$ cat src/rtl/tt_usman_pkg.sv
// rtl/tt_usman_pkg.sv - shared types and pin map for the bit-serial subtractor
package tt_usman_pkg;

    typedef enum logic [1:0] {
        IDLE  = 2'd0,
        SHIFT = 2'd1,
        DONE  = 2'd2
    } state_t;

    localparam int WIDTH_DEF = 4;

    localparam int START_BIT  = 0;
    localparam int BORROW_BIT = 4;
    localparam int BUSY_BIT   = 5;
    localparam int DONE_BIT   = 6;
    localparam int ZERO_BIT   = 7;

endpackage

$ cat src/rtl/serial_sub_cell.sv
// rtl/serial_sub_cell.sv - combinational one-bit full subtractor
module serial_sub_cell (
    input  logic a,
    input  logic b,
    input  logic bin,
    output logic d,
    output logic bout
);

    assign d    = a ^ b ^ bin;
    assign bout = (~a & b) | (~(a ^ b) & bin);

endmodule

$ cat src/rtl/tt_um_usman_serial_sub.sv
// rtl/tt_um_usman_serial_sub.sv - bit-serial A-B subtractor in the Tiny Tapeout wrapper
module tt_um_usman_serial_sub
    import tt_usman_pkg::*;
#(
    parameter int WIDTH = WIDTH_DEF
) (
    input  logic       clk,
    input  logic       rst_n,
    input  logic       ena,
    input  logic [7:0] ui_in,
    input  logic [7:0] uio_in,
    output logic [7:0] uio_out,
    output logic [7:0] uio_oe,
    output logic [7:0] uo_out
);

    localparam int CNT_W = (WIDTH > 1) ? $clog2(WIDTH) : 1;

    state_t             r_state;
    logic [WIDTH-1:0]   r_a_sr;
    logic [WIDTH-1:0]   r_b_sr;
    logic [WIDTH-1:0]   r_sr;
    logic [CNT_W-1:0]   r_cnt;
    logic               r_br;
    logic               r_s1;
    logic               r_s2;
    logic               r_s3;
    logic               r_busy;
    logic               r_done;
    logic               r_bout;
    logic               r_zero;

    logic               w_start_evt;
    logic               w_d;
    logic               w_br_next;
    logic [WIDTH-1:0]   w_sr_next;
    logic [WIDTH-1:0]   w_a_in;
    logic [WIDTH-1:0]   w_b_in;
    logic [3:0]         w_diff_pin;
    logic               w_unused;

    assign w_start_evt = r_s2 & ~r_s3;
    assign w_unused    = &{ena, uio_in[7:1], 1'b0};

    serial_sub_cell u_cell (
        .a    (r_a_sr[0]),
        .b    (r_b_sr[0]),
        .bin  (r_br),
        .d    (w_d),
        .bout (w_br_next)
    );

    // Operand nibbles and the difference nibble are fixed at four pins; other widths pad or truncate.
    always_comb begin
        w_a_in     = '0;
        w_b_in     = '0;
        w_diff_pin = '0;
        for (int i = 0; i < 4 && i < WIDTH; i++) begin
            w_a_in[i]     = ui_in[i];
            w_b_in[i]     = ui_in[4+i];
            w_diff_pin[i] = r_sr[i];
        end
    end

    always_comb begin
        w_sr_next          = r_sr >> 1;
        w_sr_next[WIDTH-1] = w_d;
    end

    always_ff @(posedge clk or negedge rst_n) begin
        if (!rst_n) begin
            r_state <= IDLE;
            r_a_sr  <= '0;
            r_b_sr  <= '0;
            r_sr    <= '0;
            r_cnt   <= '0;
            r_br    <= 1'b0;
            r_s1    <= 1'b0;
            r_s2    <= 1'b0;
            r_s3    <= 1'b0;
            r_busy  <= 1'b0;
            r_done  <= 1'b0;
            r_bout  <= 1'b0;
            r_zero  <= 1'b0;
        end else begin
            r_s1 <= uio_in[START_BIT];
            r_s2 <= r_s1;
            r_s3 <= r_s2;
            case (r_state)
                IDLE, DONE: begin
                    if (w_start_evt) begin
                        r_a_sr  <= w_a_in;
                        r_b_sr  <= w_b_in;
                        r_br    <= 1'b0;
                        r_cnt   <= '0;
                        r_busy  <= 1'b1;
                        r_done  <= 1'b0;
                        r_bout  <= 1'b0;
                        r_zero  <= 1'b0;
                        r_state <= SHIFT;
                    end
                end
                SHIFT: begin
                    r_sr   <= w_sr_next;
                    r_a_sr <= r_a_sr >> 1;
                    r_b_sr <= r_b_sr >> 1;
                    r_br   <= w_br_next;
                    r_cnt  <= r_cnt + 1'b1;
                    if (r_cnt == CNT_W'(WIDTH - 1)) begin
                        r_busy  <= 1'b0;
                        r_done  <= 1'b1;
                        r_bout  <= w_br_next;
                        r_zero  <= (w_sr_next == '0);
                        r_state <= DONE;
                    end
                end
                default: r_state <= IDLE;
            endcase
        end
    end

    assign uo_out[3:0]        = w_diff_pin;
    assign uo_out[BORROW_BIT] = r_bout;
    assign uo_out[BUSY_BIT]   = r_busy;
    assign uo_out[DONE_BIT]   = r_done;
    assign uo_out[ZERO_BIT]   = r_zero;
    assign uio_out            = 8'h00;
    assign uio_oe             = 8'h00;

endmodule

$ cat config.mk
export PLATFORM = sky130hd
export DESIGN_NAME = tt_um_usman_serial_sub
export DESIGN_NICKNAME = d
export VERILOG_FILES = /design/src/rtl/tt_usman_pkg.sv /design/src/rtl/serial_sub_cell.sv /design/src/rtl/tt_um_usman_serial_sub.sv
export SDC_FILE = /design/constraint.sdc
export NUM_CORES = 1
export LEC_CHECK = 0
export CORE_ASPECT_RATIO = 0.5
export CORE_MARGIN = 1
export CORE_UTILIZATION = 40
export CTS_CLUSTER_DIAMETER = 200
export DETAILED_ROUTE_END_ITERATION = 16
export PLACE_DENSITY = 0.8
export SETUP_SLACK_MARGIN = 0.02
export SKIP_LAST_GASP = 1
export SYNTH_ARGS = -nofsm -noshare
export SYNTH_HDL_FRONTEND = slang
export SYNTH_HIERARCHICAL = 1
export SYNTH_SLANG_ARGS = --single-unit
$ cat constraint.sdc
create_clock -name clk -period 1.65 [get_ports clk]
set_clock_uncertainty 0.05 [all_clocks]
set_input_delay 0.33 -clock clk [delete_from_list [all_inputs] [get_ports clk]]
set_output_delay 0.33 -clock clk [all_outputs]
set_load 0.01 [all_outputs]
After elaboration in Yosys (flattened, before gate mapping)
Index checks and enable logic that the tools add are counted.
Widths: inputs -> output; s select.
{ "op_classes": {"addsub": 1, "eq_ne": 5, "mux": 20, "bitwise_logic": 9, "n_reduce_logical": 7} }
{ "op_table": {"columns": ["operator", "count"], "rows": [
  ["$pmux 4 s2", 2],
  ["$pmux 1 s2", 5],
  ["$mux 4", 2],
  ["$pmux 2 s2", 2],
  ["$mux 1", 6],
  ["$mux 2", 3],
  ["$eq 2x2->1 const B", 2],
  ["$logic_not 4->1", 1],
  ["$ne 2x2->1 const B", 2],
  ["$reduce_and 2->1", 2],
  ["$and 1x1->1", 3],
  ["$not 1->1", 3],
  ["$reduce_and 3->1", 1],
  ["$add 2x1->2 const B", 1],
  ["$eq 2x1->1 const B", 1],
  ["$logic_not 2->1", 1],
  ["$reduce_bool 2->1", 1],
  ["$reduce_or 2->1", 1],
  ["$xor 1x1->1", 2],
  ["$or 1x1->1", 1]
]} }
{ "totals": {"ff_bits": 24, "inputBits": 19, "out_inout_bits": 24, "wordCells": 55} }

Longest topological paths before layout
{ "depth": {"ltp_word": 6, "ltp_mapped": 5, "mapped_depth_nobuf": 5} }

By module
The synthesis kept the hierarchy.
{ "by_module_without_submodules": {"columns": ["module", "n_inst", "cells_per_inst", "area_per_inst_um2", "seq_area_each_um2"], "rows": [
  ["tt_um_usman_serial_sub", 1, 113, 1177.4, 600.6],
  ["serial_sub_cell", 1, 4, 31.3, 0.0]
]} }

Least setup slack after synthesis
No wires, ideal clock.
{ "synth_timing": {"path_kind": "register to register", "from": "register r_a_sr[0]", "to": "register r_zero", "setup_ns": 0.078, "t_arrival_ns": 1.458, "t_required_ns": 1.522, "setup_slack_ns": 0.064, "path_stages_with_launch": 4, "n_path_buf": 0, "period_less_slack_ns": 1.586, "path_cell_list": "dfrtp_1 > fa_1 > or4_1 > o2bb2ai_1"} }
{ "synth_via": {"elab_chain_len": 5} }
{ "synth_rtl": {"columns": ["element", "line", "rtl"], "rows": [
  ["start: declaration", "tt_um_usman_serial_sub.sv:20", "logic [WIDTH-1:0] r_a_sr;"],
  ["start signal: assignment", "tt_um_usman_serial_sub.sv:92", "r_a_sr <= w_a_in;"],
  ["start signal: assignment", "tt_um_usman_serial_sub.sv:105", "r_a_sr <= r_a_sr >> 1;"],
  ["$xor 1x1->1 (2 in series)", "serial_sub_cell.sv:10", "assign d = a ^ b ^ bin;"],
  ["net w_d", "tt_um_usman_serial_sub.sv:34", "logic w_d;"],
  ["$logic_not 4->1", "tt_um_usman_serial_sub.sv:113", "r_zero <= (w_sr_next == '0);"],
  ["$mux 1", "tt_um_usman_serial_sub.sv:109", "if (r_cnt == CNT_W'(WIDTH - 1)) begin"],
  ["$pmux 1 s2", "tt_um_usman_serial_sub.sv:89", "case (r_state)"],
  ["end signal: assignment", "tt_um_usman_serial_sub.sv:113", null],
  ["end: declaration", "tt_um_usman_serial_sub.sv:31", "logic r_zero;"]
]} }
The timed path passes the listed nets, and every way through them passes these cells. The select of a mux whose other input is x is not followed.
A chain may end at the register's enable or synchronous reset.

Final worst setup path
{ "layout_timing": {"from": "register r_b_sr[0]", "to": "register r_zero"} }
{ "layout_via": {"elab_chain_len": 5} }
{ "layout_rtl": {"columns": ["element", "line", "rtl"], "rows": [
  ["start: declaration", "tt_um_usman_serial_sub.sv:21", "logic [WIDTH-1:0] r_b_sr;"],
  ["start signal: assignment", "tt_um_usman_serial_sub.sv:93", "r_b_sr <= w_b_in;"],
  ["start signal: assignment", "tt_um_usman_serial_sub.sv:106", "r_b_sr <= r_b_sr >> 1;"],
  ["$xor 1x1->1 (2 in series)", "serial_sub_cell.sv:10", null],
  ["net w_d", "tt_um_usman_serial_sub.sv:34", null],
  ["$logic_not 4->1", "tt_um_usman_serial_sub.sv:113", null],
  ["$mux 1", "tt_um_usman_serial_sub.sv:109", null],
  ["$pmux 1 s2", "tt_um_usman_serial_sub.sv:89", null]
]} }
The timed path passes the listed nets, and every way through them passes these cells. The select of a mux whose other input is x is not followed.

==> flow_metrics.tcl <==
set metrics [dict create \
    wire_length_of_the_first_global_routing_pass_um 3208 \
    h-tree-depth 1 \
    yosysMostFrequentCell "nand2_1" \
    nNetsFinal 158 \
    synthDominantCellAreaShare_pct 49.69 \
    critPathKind "reg -> reg" \
    setup-violations-final 0 \
    number_of_buffers_created_by_cts 3 \
    synth_area_leaders "dfrtp_1, buf_4, mux2i_1" \
    grt_pass1_vias 751 \
    netlist_area_sq_um 1209 \
    crit_path_end_kind "flip-flop" \
    crit_path_max_incr_delay_ns 0.51 \
    cts.path.max_buffers 2 \
    syn2layout_area_growth_pct 18.94 \
    detailedRoute.firstIterationViolations 42 \
    clock_power_share_pct 19.7 \
    tns_ns 0 \
    power.ir.vdd_worst_mv 0.6753 \
    rsz0062_at_grt "yes" \
    grt_overflow_total 0 \
    layout-drive-gt1-share_pct 10.29 \
    internal-power_w 0.001678 \
    cts_sinks 24 \
    timing.critical_path.arrival_ns 1.74 \
    gr-max-usage-layer "met2" \
    cap_violations 0 \
    hold_viol 0 \
    antenna-diode-count 0 \
    maximum_number_of_pins_on_one_net_before_global_route_repair 25 \
    critical_path.cell_chain "inv_1 -> fa_1 -> or4_1 -> o2bb2ai_1" \
    grt_antenna_before_repair 0 \
    power_density_nw_per_um2 1788 \
    postRouteAntennaNets 0 \
    avgRoutedWirePerCell_um 11.93 \
    static-leakage-power_nw 0.7418 \
    groute.layer.met2.usage_pct 27.35 \
    seqPwrFrac_pct 38.6 \
    reg2reg_setup_slack_ns 0.05 \
    share_of_flip_flops_with_an_asynchronous_set_or_reset_after_synthesis_pct 100.0 \
    die_height_um 40.87 \
    post-place-cells 168 \
    kind_of_launch_point_of_the_worst_setup_path "flip-flop" \
    fin_crit_sh_pct 96.89 \
    timing.final.max_slew_violations 0 \
    fin_crit_ns 1.599 \
    p_switching_w 0.0008919 \
    comb_power_share_pct 41.7 \
    yosys_register_bits 24 \
    gpl.final_weighted_congestion 0.7873 \
    coreArea_sq_um 2733 \
    vias 806 \
    synth_commonest_cells "nand2_1, dfrtp_1, buf_4" \
    num_io_pins 43 \
    die_area_sq_um 3259 \
    die_w_um 79.74 \
    synth-main-ff-cell "dfrtp_1" \
    placementRows 13 \
    cts_stage_hold_buffer_count 0 \
    drc 0 \
    syn-mean-instance-area_sq_um 10.33 \
    initial_core_util_pct 44.23 \
    global_route_usage_over_all_layers_pct 13.71 \
    clk-insertion-delay-late_ns 0.27 \
    route.final.wire_length_um 2064 \
    met3_layer_usage_reported_by_global_route_pct 3.556 \
    critical_path_peak_fanout 2 \
    status "completed" \
    grt.met1_usage_pct 15.05 \
    yosysUniqueCellTypes 26 \
    post_synthesis_cells 117 \
    synth.yosys.warnings 6 \
    count_of_flip_flops_with_a_built_in_enable_after_synthesis 0 \
    fmax_ghz 0.6255 \
    port_buffers 18 \
    holdCritPathClass "reg -> reg" \
    netlist.top_cell.by_area "dfrtp_1" \
    cts_tree "built" \
    clk_root_buffer_cell "clkbuf_8" \
    clk_pin_slew_worst_paths_ns 0.08 \
    avgViaCountPerCell 4.659 \
    power_switching_share_pct 34.70 \
    finalNonFillerCells 173 \
    first_pass_iters 4 \
    synth_sequential_area_ratio_pct 49.69 \
    crit_slowest_cell "fa_1" \
    place.detailed.hpwl_um 1418 \
    crit_required_ns 1.79 \
]
power by group through the flow:
stage | sequential, W | clock (W) | combinational [W]
global route | 0.00102 | 0.000542 | 0.00120
detailed placement | 0.000998 | 0 | 0.00104
finish | 0.000992 | 0.000508 | 0.00107
global placement | 0.000989 | 0 | 0.00101
CTS | 0.000987 | 0.000513 | 0.00105
floorplan | 0.000968 | 0 | 0.000761
kinds of logic (layout without fill, tap and decap cells):
group                      Yosys count  in the layout  share of synthesized area, %
adders and majority gates            2              2                         2.691
AOI/OAI and AO/OA                    9              9                         5.383
and+or+nand+nor                     40             40                         15.11
muxes                               12             12                         9.938
other                                1             16                        0.3103
buffers and inverters               29             33                         16.87
DFF                                 24             24                         49.69
metal layers:
layer	vias to the layer above	part of all wire (%)
met5	-	0
met4	0	0.92
met3	2	4.5
met2	25	51
met1	395	44
li1	384	-
path summary, 6_finish.rpt:
path | start | endpoint | cells after the start
max | r_b_sr[0] | r_zero | 4
min | r_s1 | r_s2 | 0
max reg2reg | r_b_sr[0] | r_zero | 4
min reg2reg | r_s1 | r_s2 | 0
max in group asynchronous | rst_n | r_b_sr[2] | 2
min in group asynchronous | rst_n | r_s1 | 2
critical path, delay by kind of cell, from the launching register on:
family,cells,cell delay [ns]
and+or+nand+nor,1,0.41
AOI/OAI and AO/OA,1,0.14
adders and majority gates,1,0.51
buffers and inverters,1,0.06
DFF,1,0.35
cell usage in the layout, fill, tap and decap left out, drive strengths merged, types with 2 or more instances in the layout:
cell and count:
inv 3, clkbuf 3, dfrtp 24, nand2b 2, conb 16, nor2 2, mux2i 12, dlymetal6s2s 3
o21ai 3, nand2 26, nand3 5, clkdlybuf4s50 15, buf 8
metrics by stage:
stage	power [W]	hold WS, ns	utilization (%)	instance area, sq um	setup WS (ns)
after floorplan	0.001729	-0.01559	-	1265	0.06425
after global placement	0.002000	0.2832	49.45	1351	0.005874
final	0.002570	0.3074	52.61	1438	0.05134
after CTS	0.002553	0.3107	52.06	1423	0.04565
after global routing	0.002755	0.3199	52.61	1438	0.01342
after detailed placement	0.002037	0.2910	49.45	1351	-0.009351
state kept, by name (all words and copies together), names as in the netlist, 2 cells and up:
signal   cells
r_a_sr       4
r_b_sr       4
r_sr         4
r_cnt        2
r_state      2
timing repair:
action / CTS / global route
gates resized for setup: 0 / 3
pin swaps: 3 / 1
buffers inserted: 0 / 1
endpoints found under the setup margin: 1 / 4
hold endpoints to repair: 0 / 0
cell type report:
| cell class | count | area [sq um] |
|---|---|---|
| multi-input combinational | 79 | 460.4 |
| clock buffer | 3 | 41.29 |
| sequential | 24 | 600.6 |
| inverter | 3 | 11.26 |
| fill | 233 | 1295 |
| tap | 37 | 46.29 |
| clock inverter | 1 | 30.03 |
| timing repair buffer | 26 | 247.7 |
No activity file was read; power rests on OpenSTA's default activity.
